--- config.mk ---
export PLATFORM = sky130hd
export DESIGN_NAME = angle_event_sched
export DESIGN_NICKNAME = d
export VERILOG_FILES = /design/src/rtl/angle_event_sched.sv
export SDC_FILE = /design/constraint.sdc
export NUM_CORES = 2
export LEC_CHECK = 0
export BUFFER_PORTS_ARGS = -buffer_cell sky130_fd_sc_hd__buf_4
export CORE_AREA = 4 4 262 264
export CTS_CLUSTER_DIAMETER = 60
export DETAILED_ROUTE_END_ITERATION = 8
export DIE_AREA = 0 0 266 268
export MAX_ROUTING_LAYER = met4
export PLACE_DENSITY = 0.68
export SLEW_MARGIN = 20
export SYNTH_ARGS = -nofsm -noshare
export SYNTH_HDL_FRONTEND = slang
export SYNTH_SLANG_ARGS = --single-unit
--- constraint.sdc ---
create_clock -name clk -period 27.1 [get_ports clk]
set_input_delay 2.71 -clock clk [delete_from_list [all_inputs] [get_ports clk]]
set_output_delay 2.71 -clock clk [all_outputs]
set_load 0.01 [all_outputs]
--- src/rtl/angle_event_sched.sv ---
// Angle-domain event scheduler: turns synced crank teeth into per-channel timed fire pulses.
//   state  | meaning
//   IDLE   | waiting for a synced tooth trigger
//   DIVIDE | restoring divide tooth_period / prev tooth length, one quotient bit per cycle
//   SCAN   | one channel per cycle: window match, load countdown timer
module angle_event_sched #(
   parameter int NCH       = 4,
   parameter int CYCLE_DEG = 720
) (
   input  logic               clk,
   input  logic               reset_n,
   input  logic               trigger,
   input  logic               synced,
   input  logic [15:0]        eng_phase,
   input  logic [31:0]        tooth_period,
   input  logic [15:0]        next_tooth_length_deg,
   input  logic [16*NCH-1:0]  ch_angle,
   input  logic [NCH-1:0]     ch_enable,
   output logic [NCH-1:0]     fire,
   output logic [NCH-1:0]     armed,
   output logic               busy,
   output logic               overrun
);

   localparam logic [1:0] ST_IDLE   = 2'd0;
   localparam logic [1:0] ST_DIVIDE = 2'd1;
   localparam logic [1:0] ST_SCAN   = 2'd2;
   localparam int              IW       = (NCH > 1) ? $clog2(NCH) : 1;
   localparam logic [IW-1:0]   LAST_IDX = IW'(NCH - 1);
   localparam logic [16:0]     CYC      = 17'(CYCLE_DEG);

   logic [1:0]            state_q, state_d;
   logic [15:0]           prev_len_q, prev_len_d;
   logic [15:0]           phase_q, phase_d;
   logic [15:0]           win_q, win_d;
   logic [15:0]           div_q, div_d;
   logic [15:0]           rem_q, rem_d;
   logic [31:0]           quo_q, quo_d;
   logic [4:0]            cnt_q, cnt_d;
   logic [IW-1:0]         idx_q, idx_d;
   logic                  overrun_q, overrun_d;
   logic [NCH-1:0][31:0]  timer_q, timer_d;
   logic [NCH-1:0]        armed_q, armed_d;
   logic [NCH-1:0]        fire_q, fire_d;

   logic [15:0]           ang_arr [NCH];
   logic [15:0]           ang;
   logic [16:0]           offset;
   logic [16:0]           rem_sh;
   logic [47:0]           prod;
   logic [31:0]           load_val;
   logic                  match;

   for (genvar g = 0; g < NCH; g++) begin : g_ang
      assign ang_arr[g] = ch_angle[16*g +: 16];
   end

   always_comb begin
      ang = ang_arr[idx_q];
      if (ang >= phase_q) offset = {1'b0, ang} - {1'b0, phase_q};
      else                offset = {1'b0, ang} + CYC - {1'b0, phase_q};
      // A trigger or sync loss in the scan cycle aborts that channel's load
      match = (state_q == ST_SCAN) && synced && !trigger && ch_enable[idx_q]
              && ({1'b0, ang} < CYC) && !armed_q[idx_q] && (offset < {1'b0, win_q});
      prod     = {32'd0, offset[15:0]} * {16'd0, quo_q};
      load_val = (|prod[47:32]) ? 32'hFFFF_FFFF : prod[31:0];
   end

   always_comb begin
      state_d    = state_q;
      phase_d    = phase_q;
      win_d      = win_q;
      div_d      = div_q;
      rem_d      = rem_q;
      quo_d      = quo_q;
      cnt_d      = cnt_q;
      idx_d      = idx_q;
      overrun_d  = trigger && (state_q != ST_IDLE);
      prev_len_d = trigger ? next_tooth_length_deg : prev_len_q;
      rem_sh     = {rem_q, quo_q[31]};
      if (!synced) begin
         state_d = ST_IDLE;
      end else if (trigger) begin
         phase_d = eng_phase;
         win_d   = next_tooth_length_deg;
         div_d   = prev_len_q;
         quo_d   = tooth_period;
         rem_d   = 16'd0;
         cnt_d   = 5'd31;
         idx_d   = '0;
         state_d = (prev_len_q == 16'd0 || next_tooth_length_deg == 16'd0) ? ST_IDLE : ST_DIVIDE;
      end else begin
         case (state_q)
            ST_DIVIDE: begin
               if (rem_sh >= {1'b0, div_q}) begin
                  rem_d = 16'(rem_sh - {1'b0, div_q});
                  quo_d = {quo_q[30:0], 1'b1};
               end else begin
                  rem_d = rem_sh[15:0];
                  quo_d = {quo_q[30:0], 1'b0};
               end
               if (cnt_q == 5'd0) begin
                  state_d = ST_SCAN;
                  idx_d   = '0;
               end else begin
                  cnt_d = cnt_q - 5'd1;
               end
            end
            ST_SCAN: begin
               if (idx_q == LAST_IDX) state_d = ST_IDLE;
               else                   idx_d   = idx_q + IW'(1);
            end
            default: ;
         endcase
      end
   end

   always_comb begin
      timer_d = timer_q;
      armed_d = armed_q;
      fire_d  = '0;
      for (int i = 0; i < NCH; i++) begin
         if (timer_q[i] != 32'd0) timer_d[i] = timer_q[i] - 32'd1;
         if (armed_q[i] && timer_q[i] == 32'd0) begin
            fire_d[i]  = 1'b1;
            armed_d[i] = 1'b0;
         end
      end
      if (match) begin
         timer_d[idx_q] = load_val;
         armed_d[idx_q] = 1'b1;
      end
      if (!synced) begin
         timer_d = '0;
         armed_d = '0;
         fire_d  = '0;
      end
   end

   always_ff @(posedge clk or negedge reset_n) begin
      if (!reset_n) begin
         state_q    <= ST_IDLE;
         prev_len_q <= '0;
         phase_q    <= '0;
         win_q      <= '0;
         div_q      <= '0;
         rem_q      <= '0;
         quo_q      <= '0;
         cnt_q      <= '0;
         idx_q      <= '0;
         overrun_q  <= 1'b0;
         timer_q    <= '0;
         armed_q    <= '0;
         fire_q     <= '0;
      end else begin
         state_q    <= state_d;
         prev_len_q <= prev_len_d;
         phase_q    <= phase_d;
         win_q      <= win_d;
         div_q      <= div_d;
         rem_q      <= rem_d;
         quo_q      <= quo_d;
         cnt_q      <= cnt_d;
         idx_q      <= idx_d;
         overrun_q  <= overrun_d;
         timer_q    <= timer_d;
         armed_q    <= armed_d;
         fire_q     <= fire_d;
      end
   end

   assign fire    = fire_q;
   assign armed   = armed_q;
   assign busy    = (state_q != ST_IDLE);
   assign overrun = overrun_q;

endmodule

; ---- After elaboration in Yosys (flattened, before gate mapping)
; Cells that the tools add are included.
[op_classes]
n_lt_le_gt_ge = 7
muxes = 50
n_mul = 1
bitwise_logic = 2
n_reduce_logical = 35
add_sub_neg = 10
n_eq_ne = 9
[ops]
columns = cell, count
row1 = $mux 128, 2
row2 = $mux 32, 8
row3 = $bwmux 128, 1
row4 = $logic_not 32->1, 4
row5 = $reduce_bool 32->1, 4
row6 = $sub 32x1->32 const B, 4
row7 = $mux 16, 5
row8 = $demux 32 s2, 1
row9 = $mul 16x32->48, 1
row10 = $bmux 16 s2, 1
row11 = $logic_not 16->1, 2
row12 = $add 16x10->17 const B, 1
row13 = $ge 17x16->1, 1
row14 = $lt 17x16->1, 1
row15 = $mux 17, 1
row16 = $sub 16x16->17, 1
row17 = $sub 17x16->17, 1
row18 = $ge 16x16->1, 1
row19 = $lt 16x10->1 const B, 1
row20 = $reduce_or 16->1, 1
row21 = $sub 16x16->16, 1
row22 = $mux 5, 3
row23 = $mux 2, 7
row24 = $mux 1, 13
row25 = 27 further kinds, 48
[word_totals]
input_bits = 136
reg_bits = 258

; ---- Longest topological paths before layout
[depth]
depth_word = 13
ltp_mapped = 46
mapped_depth_nobuf = 40

; ---- Worst setup path before layout
; No wires, ideal clock.
[synth_path]
kind = input to register
start = in ch_angle[49]
end = reg timer_q[59] in the netlist's numbering
path_slack_ns = 14.702
t_arrival_ns = 12.266
path_buffers = 4
cell_stages = 40
cell_sequence = mux4_2 > ha_1 > ha_1 > inv_1 > fa_1 > nor2b_1 > o21ai_0 > a21oi_1 > o21ai_0 > a21boi_0 > o21bai_1 > a311oi_1 > o41ai_1 > xor2_1 > o21ai_0 > clkbuf_1 > and2_1 > fa_1 > [4 not listed] > fa_1 > inv_1 > fa_1 > ha_1 > clkbuf_1 > and4_1 > buf_2 > nand3_2 > o221ai_1 > a211o_1 > a32oi_1 > o21ai_2 > a2111o_1 > a41oi_2 > nand4_4 > nor4_4 > buf_6 > a21oi_1
[synth_lines]
columns = item, line
row1 = from (decl), 17  ; input logic [16*NCH-1:0] ch_angle,
row2 = to (signal assigned), 166  ; timer_q <= timer_d;
row3 = to (decl), 42  ; logic [NCH-1:0][31:0] timer_q, timer_d;

==> impl_results.md <==
* Status: completed
* CP Data Arrival Time at 13.87 ns
* WL/cell at 19.43 um
* Iteration-0 DRC Markers at 1,912
* Synth Flop Type: dfrtp_1
* Final setup TNS at 0 ns
* Area leader, netlist: fa_1
* Final wirelength at 89,690 um
* Top cell by count, worst path: fa_1
* GP Congestion at 0.9340
* #FFs+latches synth at 258
* # Post-CTS Setup Buffers at 0
* RSZ-0062 raised after global routing: false
* Mapped Nets at 4,434
* Syn Area/Cell at 8.949 um^2
* Largest net degree at the start of global routing at 129
* Num rows at 95
* Hold Fails Final Rpt at 0
* Slew headroom at 27.06%
* Post-synth EDFFs at 0
* Clk buf depth at 3
* DR vias at 26.02k
* Hold-fix buffer count after cts at 0
* DRC errors left at 0
* Max_cap viols at 0
* Clock sinks at 258
* Core area at 66,560 um^2
* Final Max Tran Viols at 0
* Vias/cell at 5.635
* # IOs at 146
* Htree depth at 2
* Final worst-path cycle share at 49.86%
* Mapped Cells at 3,665
* Vias in the first global route at 26.58k
* Critical path peak fanout at 33
* Synth warn at 0
* Post-DP HPWL at 65,380 um
* Global-route wire length before repair at 145,700 um
* Crit. End Element: register
* Total grt overflow at 0
* Initial antenna violation count at 1
* Final Setup Violations at 0
* Cell area after synthesis at 32,800 um^2
* Worst-case clock skew at 0.02527 ns
* Final net count at 4,484
* Tmin final at 13.51 ns
* Clk pin slew, worst setup/hold paths at 0.06 ns
* Crit start category: input pin
* Die Wd at 266 um
* Starting Density at 49.27%
* Slowest cell delay on critical path at 0.93 ns
* Asr flop ratio synth at 100.0%
* Area Growth Syn to Fin at 9.782%
* Area of the die at 71,290 um^2
* Commonest cells post-synth: inv_1, fa_1, nand2_1
* Seq/Total Area, Yosys at 19.69%
* Clk_lat worst skew at 0.56 ns
* Distinct cells, synth at 77
* CTS buffer count at 38
* Required @ worst endpoint at 27.46 ns
* Fmax at 74.01 MHz
* Fillers at 6,131
* Tot GR Track Use at 26.43%
* Crit Path Class: input pin to register
* CTS tree: yes
* Root Driver: clkbuf_16
* Drt pass-1 iters at 6
* Worst-Margin Slew at 1.091 ns
* Worst hold path class: register to register
* Die height at 268 um
* Largest cells by area after synthesis: fa_1, dfrtp_1, ha_1
* Port Buffers at 145
* Critical-path cell with the highest stage delay: nor3_4
* Post-cts resize count at 0
* Count leader, synth: inv_1
* Routed Antenna Nets at 0
* Share of the synthesized area in the top cell type at 26.31%
* Layout cells sized above 1 at 9.727%
## cells by family (layout without fill, tap and decap cells)
| family | count (synthesis) | in the layout | share of synthesized area (%) |
|---|---|---|---|
| mux | 117 | 117 | 4.425 |
| xor+xnor | 185 | 185 | 4.940 |
| other cells | 0 | 2 | 0 |
| compound gates | 624 | 624 | 11.00 |
| flops | 258 | 258 | 19.69 |
| simple gates | 1119 | 1119 | 17.50 |
| buf+inv | 729 | 806 | 8.431 |
| fa+ha+maj | 633 | 633 | 34.01 |
## worst max-delay path: cells and delay by family
kind	cells	cell delay [ns]
adder cells (fa/ha/maj)	10	4.27
AO/OA/AOI/OAI	12	3.38
AND/OR/NAND/NOR	7	2.02
buffers and inverters	6	0.67
multiplexers	1	0.47
XOR/XNOR	2	0.28
## flip-flops by register name (all words and copies together) (netlist names)
signal and flops:
state_q 2, armed 4, idx_q 2, quo_q 32, overrun 1, fire 4
prev_len_q 16, div_q 16, rem_q 16, phase_q 16, timer_q 128, cnt_q 5
win_q 16
## routing by layer
layer / track usage (%) / up-vias / part of all wire, %
met5: - / - / 0
met2: 42.85 / 847 / 48
met3: 4.889 / 175 / 7.3
met1: 34.46 / 13028 / 42
met4: 7.272 / 0 / 3.2
li1: - / 11965 / -
## through the flow
step	instance area (um^2)	setup slack (ns)	util, %	hold slack (ns)	cells
after floorplan	32800	14.70	-	0.4466	3665
after detailed placement	34710	13.16	52.15	0.4938	4547
final	36000	13.59	54.09	0.5037	4617
after CTS	35970	13.74	54.03	0.5064	4614
after global placement	34700	13.18	52.12	0.4890	4546
after global routing	36000	12.91	54.09	0.5148	4616
## worst paths after layout
path,start,slack [ns],end,cells after the start
worst min register to register,div_q[14]$_DFFE_PN0P_,0.50,div_q[14]$_DFFE_PN0P_,1
min in group asynchronous,reset_n,2.00,timer_q[53]$_DFF_PN0_,1
worst max-delay path,ch_angle[49],13.59,timer_q[25]$_DFF_PN0_,38
worst max register to register,idx_q[0]$_DFFE_PN0P_,14.99,timer_q[25]$_DFF_PN0_,40
max in group asynchronous,reset_n,23.36,win_q[4]$_DFFE_PN0P_,3
worst min-delay path,div_q[14]$_DFFE_PN0P_,0.50,div_q[14]$_DFFE_PN0P_,1
## layout by cell type, fill, tap and decap left out, types with 22 or more instances in the layout
| cell type | netlist | final |
|---|---|---|
| or3_1 | 27 | 27 |
| or4_1 | 22 | 22 |
| o21ai_0 | 233 | 230 |
| clkbuf_16 | 0 | 39 |
| nand2_1 | 382 | 381 |
| nor2b_1 | 60 | 60 |
| a31oi_1 | 41 | 41 |
| nand2b_1 | 43 | 43 |
| a21oi_1 | 202 | 198 |
| nor2_1 | 136 | 136 |
| dfrtp_1 | 258 | 258 |
| inv_1 | 553 | 553 |
| fa_1 | 431 | 431 |
| nor4_1 | 38 | 38 |
| xor2_1 | 104 | 104 |
| and2_1 | 235 | 235 |
| nand3_1 | 39 | 39 |
| xnor2_1 | 81 | 81 |
| mux2i_1 | 37 | 37 |
| a21o_1 | 27 | 27 |
| ha_1 | 202 | 202 |
| buf_4 | 0 | 183 |
| mux2_2 | 64 | 64 |
| nor3_1 | 57 | 56 |
## final cells by class
class,count,area (um^2),share of cell area (%)
Multi-Input combinational cell,2678,23690,65.79
Sequential cell,258,6456,17.93
Inverter,553,2076,5.765
Timing Repair Buffer,186,1431,3.976
Tap cell,873,1092,3.034
Clock buffer,46,1012,2.811
Clock inverter,21,244.0,0.6776
Antenna cell,2,5.005,0.01390
Power is not shown: default switching activity piles up to over one toggle a cycle in this logic, so the estimate is an artifact.
